File: src/rtl/sn74ls31_delay_meter.sv
// Launches a test edge into an sn74ls31 delay element and measures, in clock
// cycles, how long the (optionally inverted) response takes to follow it.
module sn74ls31_delay_meter #(
    parameter int W      = 8,
    parameter int SETTLE = 4,
    parameter int SYNC   = 2
) (
    input  logic         clk,
    input  logic         clr_n,
    input  logic         start,
    input  logic         inv,
    input  logic         ack,
    output logic         stim,
    input  logic         resp,
    output logic         busy,
    output logic         done,
    output logic [W-1:0] count,
    output logic         edge_pol,
    output logic         timeout,
    output logic         err
);

    localparam int             SCW         = (SETTLE > 1) ? $clog2(SETTLE) : 1;
    localparam logic [SCW-1:0] SETTLE_LAST = SCW'(SETTLE - 1);
    localparam logic [W-1:0]   CNT_MAX     = {W{1'b1}};

    typedef enum logic [1:0] {
        S_IDLE,
        S_SETTLE,
        S_MEASURE,
        S_DONE
    } state_t;

    state_t          r_state;
    logic [SYNC-1:0] r_sync;
    logic [SCW-1:0]  r_settle;
    logic [W-1:0]    r_count;
    logic            r_inv;
    logic            r_stim;
    logic            r_busy;
    logic            r_done;
    logic            r_edge;
    logic            r_timeout;
    logic            r_err;

    logic w_rs;
    logic w_match;

    // The response is asynchronous to clk; only the last stage feeds the FSM.
    always_ff @(posedge clk or negedge clr_n) begin
        if (!clr_n) begin
            r_sync <= '0;
        end else begin
            r_sync[0] <= resp;
            for (int i = 1; i < SYNC; i++) begin
                r_sync[i] <= r_sync[i-1];
            end
        end
    end

    assign w_rs    = r_sync[SYNC-1];
    assign w_match = (w_rs == (r_stim ^ r_inv));

    // NOTE: every register below updates with <= so all of them see the
    // pre-edge values of r_stim/r_count; blocking writes would chain them.
    always_ff @(posedge clk or negedge clr_n) begin
        if (!clr_n) begin
            r_state   <= S_IDLE;
            r_settle  <= '0;
            r_count   <= '0;
            r_inv     <= 1'b0;
            r_stim    <= 1'b0;
            r_busy    <= 1'b0;
            r_done    <= 1'b0;
            r_edge    <= 1'b0;
            r_timeout <= 1'b0;
            r_err     <= 1'b0;
        end else begin
            case (r_state)
                S_IDLE: begin
                    if (start) begin
                        r_inv     <= inv;
                        r_count   <= '0;
                        r_timeout <= 1'b0;
                        r_err     <= 1'b0;
                        r_busy    <= 1'b1;
                        r_settle  <= '0;
                        r_state   <= S_SETTLE;
                    end
                end

                S_SETTLE: begin
                    if (r_settle == SETTLE_LAST) begin
                        r_count <= '0;
                        if (w_match) begin
                            r_stim  <= ~r_stim;
                            r_edge  <= ~r_stim;
                            r_state <= S_MEASURE;
                        end else begin
                            // Element output was already wrong before launch.
                            r_err   <= 1'b1;
                            r_busy  <= 1'b0;
                            r_done  <= 1'b1;
                            r_state <= S_DONE;
                        end
                    end else begin
                        r_settle <= r_settle + 1'b1;
                    end
                end

                S_MEASURE: begin
                    // A match on the final count still wins over the timeout.
                    if (w_match) begin
                        r_busy  <= 1'b0;
                        r_done  <= 1'b1;
                        r_state <= S_DONE;
                    end else if (r_count == CNT_MAX) begin
                        r_timeout <= 1'b1;
                        r_busy    <= 1'b0;
                        r_done    <= 1'b1;
                        r_state   <= S_DONE;
                    end else begin
                        r_count <= r_count + 1'b1;
                    end
                end

                S_DONE: begin
                    if (ack) begin
                        r_done  <= 1'b0;
                        r_state <= S_IDLE;
                    end
                end

                default: begin
                    r_busy  <= 1'b0;
                    r_done  <= 1'b0;
                    r_state <= S_IDLE;
                end
            endcase
        end
    end

    assign stim     = r_stim;
    assign busy     = r_busy;
    assign done     = r_done;
    assign count    = r_count;
    assign edge_pol = r_edge;
    assign timeout  = r_timeout;
    assign err      = r_err;

endmodule
File: config.mk
export PLATFORM = sky130hd
export DESIGN_NAME = sn74ls31_delay_meter
export DESIGN_NICKNAME = d
export VERILOG_FILES = /design/src/rtl/sn74ls31_delay_meter.sv
export SDC_FILE = /design/constraint.sdc
export NUM_CORES = 1
export LEC_CHECK = 0
export CAP_MARGIN = 20
export CORE_MARGIN = 1
export CORE_UTILIZATION = 45
export CTS_CLUSTER_SIZE = 40
export DETAILED_ROUTE_END_ITERATION = 8
export DONT_BUFFER_PORTS = 1
export HOLD_SLACK_MARGIN = 0.02
export PLACE_DENSITY = 0.68
export SYNTH_ARGS = -nofsm -noshare
export SYNTH_HDL_FRONTEND = slang
export SYNTH_SLANG_ARGS = --single-unit
File: constraint.sdc
create_clock -name clk -period 2 [get_ports clk]
set_clock_uncertainty 0.15 [all_clocks]
set_input_delay 0.3 -clock clk [delete_from_list [all_inputs] [get_ports clk]]
set_output_delay 0.3 -clock clk [all_outputs]
set_load 0.005 [all_outputs]
==> metrics.md, run 1 <==
| Metric | Value |
|---|---|
| Syn_area_per_cell | `9.92 um2` |
| Largest net degree at the start of global routing | `21` |
| Initial antenna violation count | `0` |
| Clock latency on the worst-skew pair | `0.31 ns` |
| Syn nets | `140` |
| Number of synthesized flops with an enable pin | `0` |
| Final Hold Fails | `0` |
| WS Path Type | `reg -> reg` |
| Pleak | `0.000669 uW` |
| Synth cell types | `44` |
| Clk root buf | `clkbuf_4` |
| Initial core utilization | `49.1%` |
| Grt ovf | `0` |
| Outcome | `complete, but fails checks` |
| Final Wtd Congestion | `0.800` |
| Synth Warn # | `0` |
| CTS sink count | `20` |
| Compound-Gate Fraction of Synth Area | `15.9%` |
| Die ar. | `3020 um2` |
| Final Setup Violations | `2` |
| Yosys top cell by area | `dfrtp_1` |
| Startpoint Class | `register` |
| Die Height | `54.9 um` |
| Crit path max fanout | `4` |
| HPWL Detailed | `2070 um` |
| DRT antenna net count | `0` |
| Max Transition Viols Final | `0` |
| Fin crit share | `101%` |
| # IOs | `20` |
| Slew HR | `38.9%` |
| Main combinational cell family by area after synthesis | `simple AND/OR/NAND/NOR gates` |
| Post-Syn Instances | `127` |
| Area share of the largest cell type after synthesis | `39.7%` |
| Num CTS Buffers | `3` |
| Most used DFF post-synth | `dfrtp_1` |
| CTS tree | `yes` |
| Fmax | `493 MHz` |
| Via Count | `1080` |
| CP Cell Sequence | `inv_2, ha_2, nor2b_4, or4b_4, or4_1, nand3_1` |
| Max layer used | `met4` |
| Most common library cells after synthesis | `dfrtp_1, nand2_1, nand3_1` |
| Ant. Diodes | `0` |
| RSZ-0062 raised after global routing | `yes` |
| Synth area leaders | `dfrtp_1, ha_1, nand3_1` |
| CP Data Arrival Time | `2.13 ns` |
| Cell area after synthesis | `1260 um2` |
| H-tree depth | `1` |
| Max Root-Sink Buffers | `2` |
| Maximum VDD drop | `0.826 mV` |
| Clock transition at the registers of the reported paths | `0.11 ns` |
| First-pass GRT wire length | `4420 um` |
| Slowest CP cell | `or4b_4` |
| Vias in the first global route | `978` |
| Final #Nets | `159` |
| Post-synthesis adder-cell area fraction | `6.95%` |
| Actual slew at the worst max-slew pin | `0.914 ns` |
| Port bufs | `0` |
| Layout cells sized above 1 | `23.6%` |
| Wl on met1 | `1280 um` |
| Count leader, synth | `dfrtp_1` |
| Power Total | `2140 uW` |
| Worst min path class | `in -> reg` |
| Hold Slack | `0.0331 ns` |
| WP data required | `2.10 ns` |
| Failing checks | `negative setup slack` |
| CORE AREA | `2570 um2` |
| Max stage delay on crit path | `0.51 ns` |
| Sequential-to-total area share from yosys stat | `39.7%` |
| Simple-gate share of the synthesized area | `24.8%` |
| Synth Area in XOR/XNOR | `4.47%` |
| Max-cap violations | `0` |
| Wirelength, routed | `2910 um` |
| WL met3 | `202 um` |
| #FFs+latches synth | `20` |
| Vias per cell | `6.21` |
| Final worst-path setup slack | `-0.0294 ns` |
| Met2 wire len | `1380 um` |
| Die X | `54.9 um` |
| Minimum clock period | `2.03 ns` |
| CP endpoint kind | `register` |
| PwrDens | `1480 nW/um2` |
| Routed WL per cell | `16.7 um` |
| Iteration-0 DRC Markers | `46` |
| DRT Pass-1 Iters | `4` |
| P&R area growth vs syn | `14.6%` |
| DRC | `0` |
| GRT Overall Usage | `21.3%` |
| Mux share of post-synthesis cell area | `3.48%` |
| Ys async rst share | `100%` |
| FP Rows | `18` |
## critical path: cells and delay by family, from the launching register on
| family | cells | cell delay, ns |
|---|---|---|
| and+or+nand+nor | 4 | 1.13 |
| DFF | 1 | 0.43 |
| adders and majority gates | 1 | 0.19 |
| buffers and inverters | 1 | 0.07 |
## worst paths after layout
check	from	to	slack (ns)	cells after the start
max in group asynchronous	clr_n	count[7]	0.74	1
min in group asynchronous	clr_n	timeout	0.41	1
setup / recovery	r_state[0]	count[3]	-0.03	6
hold / removal	ack	done	0.03	2
hold reg to reg	r_sync[0]	r_sync[1]	0.21	0
setup reg to reg	r_state[0]	count[3]	-0.03	6
## flip-flops by register name, indices dropped and copies added, names as in the netlist
name	cells
count	8
r_settle	2
r_state	2
r_sync	2
busy	1
done	1
edge_pol	1
err	1
r_inv	1
timeout	1
## repair_timing
| item | 4_1_cts | 5_1_grt |
|---|---|---|
| resized for setup | 1 | 1 |
| pin swaps | 0 | 1 |
| endpoints found under the hold margin | 22 | 0 |
| gates cloned | 0 | 0 |
| setup endpoints to repair | 2 | 8 |
| buffers inserted | 1 | 1 |
| hold buffers | 3 | 0 |
## kinds of logic (layout without fill, tap and decap cells)
| group | after synthesis | after routing |
|---|---|---|
| AOI/OAI and AO/OA | 29 | 29 |
| xor gates and xnor gates | 3 | 3 |
| adders and majority gates | 7 | 7 |
| buffers and inverters | 10 | 27 |
| DFF | 20 | 20 |
| muxes | 4 | 4 |
| and+or+nand+nor | 54 | 54 |
## placed cells by master (no fill, tap or decap), drive strengths merged
master,n
nand4b,3
or4,2
and2b,1
or4b,1
nor4,1
o211ai,5
clkbuf,3
o41ai,1
a21oi,7
buf,17
and3,3
mux2,3
a22oi,1
xor3,1
a22o,1
xnor2,1
nor3,4
nand3,12
dlygate4sd3,3
a211o,2
nand2b,1
or3,1
a21o,1
ha,7
a31oi,3
inv,4
o2bb2ai,1
o21ai,4
a41oi,1
dfrtp,20
mux2i,1
a2bb2oi,1
xnor3,1
nand4,4
nor2,3
o31ai,1
nor2b,3
nand2,14
and4,1
## power by group
group / switching [uW] / internal, uW / leakage [uW] / total [uW]
clock network: 123 / 70.5 / 0.0000138 / 194
registers: 103 / 507 / 0.000256 / 610
logic: 663 / 671 / 0.000399 / 1330
## cell type report
cell class,instances,area (um2)
clock buffer,3,22.5
fill,240,1120
inverter,4,15.0
multi-input combinational,97,711
sequential,20,500
tap,30,37.5
timing repair buffer,20,158
## per-layer routing
layer | global-route usage (%) | up-vias
li1 | - | 512
met1 | 28.0 | 520
met2 | 33.7 | 42
met3 | 4.64 | 6
met4 | 8.75 | 0
met5 | 0 | -
## stage by stage
| step | area (um2) | cells | utilization [%] | setup TNS [ns] | setup WS [ns] |
|---|---|---|---|---|---|
| 5_1_grt | 1440 | 174 | 56.2 | -0.200 | -0.0994 |
| 2_1_floorplan | 1260 | 127 | - | -0.103 | -0.0585 |
| 4_1_cts | 1430 | 173 | 55.8 | -0.0299 | -0.0176 |
| 3_3_place_gp | 1370 | 166 | 53.4 | 0 | 0.0182 |
| 3_5_place_dp | 1370 | 166 | 53.4 | -0.0691 | -0.0371 |
| 6_report | 1440 | 174 | 56.2 | -0.0549 | -0.0294 |
Note: power is estimated with default switching activity, not from simulation.
==> inputs of run 2 (changes only) <==
--- a/config.mk
+++ b/config.mk
@@ -7,12 +7,13 @@
 export LEC_CHECK = 0
 export CAP_MARGIN = 20
 export CORE_MARGIN = 1
-export CORE_UTILIZATION = 45
+export CORE_UTILIZATION = 55
 export CTS_CLUSTER_SIZE = 40
 export DETAILED_ROUTE_END_ITERATION = 8
 export DONT_BUFFER_PORTS = 1
 export HOLD_SLACK_MARGIN = 0.02
-export PLACE_DENSITY = 0.68
+export MAX_ROUTING_LAYER = met4
+export PLACE_DENSITY = 0.79
 export SYNTH_ARGS = -nofsm -noshare
 export SYNTH_HDL_FRONTEND = slang
 export SYNTH_SLANG_ARGS = --single-unit
==> run 2 against run 1 <==
Effect of this change: the run now ends clean; register-to-register slack improved by 0.03 ns; utilization is 15 points higher; critical path depth is 1 lower; worst setup slack improved by 0.031 ns; cell count fell by 4.0%; worst hold slack worse by 0.0027 ns; combinational power about the same; fmax rose by 1.5%; power up 5.7%; largest power group unchanged.
==> metrics.md, run 2 (synthesis gave the netlist of run 1 again) <==
| Metric | Value |
|---|---|
| Via Count | `1074 (-0.56%)` |
| Commonest cells after routing, fill and taps aside | `dfrtp_1, nand2_1, buf_4, nand3_1, a21oi_1` |
| Clock latency on the worst-skew pair | `0.32 ns (about the same)` |
| CTS sink count | `20 (unchanged)` |
| Die ar. | `2490 um2 (-18%)` |
| P&R area growth vs syn | `17.4%` |
| PwrDens | `1530 nW/um2 (+3.2%)` |
| Clock transition at the registers of the reported paths | `0.12 ns (about the same)` |
| H-tree depth | `1 (unchanged)` |
| Crit path max fanout | `6 (+2)` |
| Initial core utilization | `61.1% (+12 points)` |
| Minimum clock period | `2.00 ns (-0.0309 ns)` |
| Final #Nets | `154 (-3.1%)` |
| Slowest CP cell | `or4b_4` |
| Fmax | `500 MHz (+1.5%)` |
| Iteration-0 DRC Markers | `37 (-20%)` |
| # IOs | `20 (unchanged)` |
| First-pass GRT wire length | `4920 um (+11%)` |
| Actual slew at the worst max-slew pin | `0.923 ns (+0.00973 ns)` |
| Max stage delay on crit path | `0.50 ns (about the same)` |
| Max Root-Sink Buffers | `2 (unchanged)` |
| Placed cells | `159 (-4.2%)` |
| CTS tree | `yes` |
| Startpoint Class | `register` |
| DRC | `0 (unchanged)` |
| Hold Slack | `0.0304 ns (-0.00267 ns)` |
| Leading cell type in the layout, fill and taps excluded | `dfrtp_1` |
| Largest net degree at the start of global routing | `21 (unchanged)` |
| CP delay by family, top | `simple AND/OR/NAND/NOR gates` |
| Ant. Diodes | `0 (unchanged)` |
| Total negative slack | `0 ns (+0.0549 ns)` |
| Final Wtd Congestion | `0.916 (+15%)` |
| WS Path Type | `reg -> reg` |
| Layout cells sized above 1 | `26.4% (+2.8 points)` |
| Final Setup Violations | `0 (-2)` |
| Non-Filler Instances | `167 (-4.0%)` |
| Grt ovf | `0 (unchanged)` |
| Die X | `49.9 um (-9.2%)` |
| Worst min path class | `in -> reg` |
| Final Hold Fails | `0 (unchanged)` |
| Initial antenna violation count | `0 (unchanged)` |
| Max-cap violations | `0 (unchanged)` |
| DRT antenna net count | `0 (unchanged)` |
| Worst Path Buf+Inv | `0 (-1)` |
| CP Cell Sequence | `ha_2, nor2b_4, or4b_4, or4_4, nand3_2` |
| Maximum VDD drop | `1.03 mV (+24%)` |
| WP data required | `2.12 ns (+0.02 ns)` |
| Wirelength, routed | `2920 um (+0.34%)` |
| RSZ-0062 raised after global routing | `yes` |
| Vias in the first global route | `1063 (+8.7%)` |
| Port bufs | `0 (unchanged)` |
| CP endpoint kind | `register` |
| Slew HR | `38.2% (-0.65 points)` |
| Max FFs per register | `8 (unchanged)` |
| Pleak | `0.000675 uW (+0.85%)` |
| GRT Overall Usage | `27.4% (+6.1 points)` |
| FP Rows | `16 (-2)` |
| Die Height | `49.9 um (-9.2%)` |
| Max Transition Viols Final | `0 (unchanged)` |
| Clk root buf | `clkbuf_4` |
| Routed WL per cell | `17.5 um (+4.5%)` |
| Fin crit share | `99.9% (-1.5 points)` |
| Vias per cell | `6.43 (+3.6%)` |
| CORE AREA | `2060 um2 (-20%)` |
| DRT Pass-1 Iters | `5 (+1)` |
| CP Data Arrival Time | `2.12 ns (about the same)` |
| Num CTS Buffers | `3 (unchanged)` |
| HPWL Detailed | `1990 um (-3.8%)` |
| Outcome | `completed` |
-- run 2: what timing repair did --
| action | CTS | global route |
|---|---|---|
| resized for setup | 3 | 9 |
| setup endpoints to repair | 2 | 3 |
| hold buffers | 3 | 0 |
| setup buffers | 1 | 0 |
| hold endpoints to repair | 22 | 0 |
-- run 2: cell type report --
cell class	count	area (um2)
sequential	20	502
timing repair buffer	15	124
tap	27	33.8
clock inverter	1	30.0
inverter	4	15.0
fill	143	583
clock buffer	3	22.5
multi-input combinational	97	752
-- run 2: through the flow --
| stage | utilization (%) | area [um2] | total power, uW | setup WS [ns] |
|---|---|---|---|---|
| after floorplan | - | 1260 | 1510 | -0.0585 |
| after global placement | 64.9 | 1340 | 1770 | 0.0423 |
| after detailed placement | 64.9 | 1340 | 1820 | -0.0430 |
| after CTS | 69.8 | 1440 | 2210 | -0.0272 |
| after global routing | 71.7 | 1480 | 2440 | -0.0340 |
| final | 71.7 | 1480 | 2260 | 0.00143 |
-- run 2: routing by layer --
layer | GRT usage, % | wire length [um]
met1 | 33.0 | 1260
met2 | 44.1 | 1420
met3 | 8.02 | 189
met4 | 8.57 | 54
met5 | - | 0
-- run 2: path summary, 6_finish.rpt --
| check | start | end | slack [ns] | cells after the start |
|---|---|---|---|---|
| max | r_state[0] | count[3] | 0.001 | 5 |
| min | ack | done | 0.03 | 2 |
| max reg2reg | r_state[0] | count[3] | 0.001 | 5 |
| min reg2reg | r_sync[0] | r_sync[1] | 0.22 | 0 |
| max in group asynchronous | clr_n | r_state[0] | 0.67 | 1 |
| min in group asynchronous | clr_n | r_settle[0] | 0.40 | 1 |
-- run 2: where the power goes --
part	total [uW]	switching (uW)	internal [uW]
registers	618	110	509
clock network	335	132	203
logic	1310	680	626
total	2260	921	1340
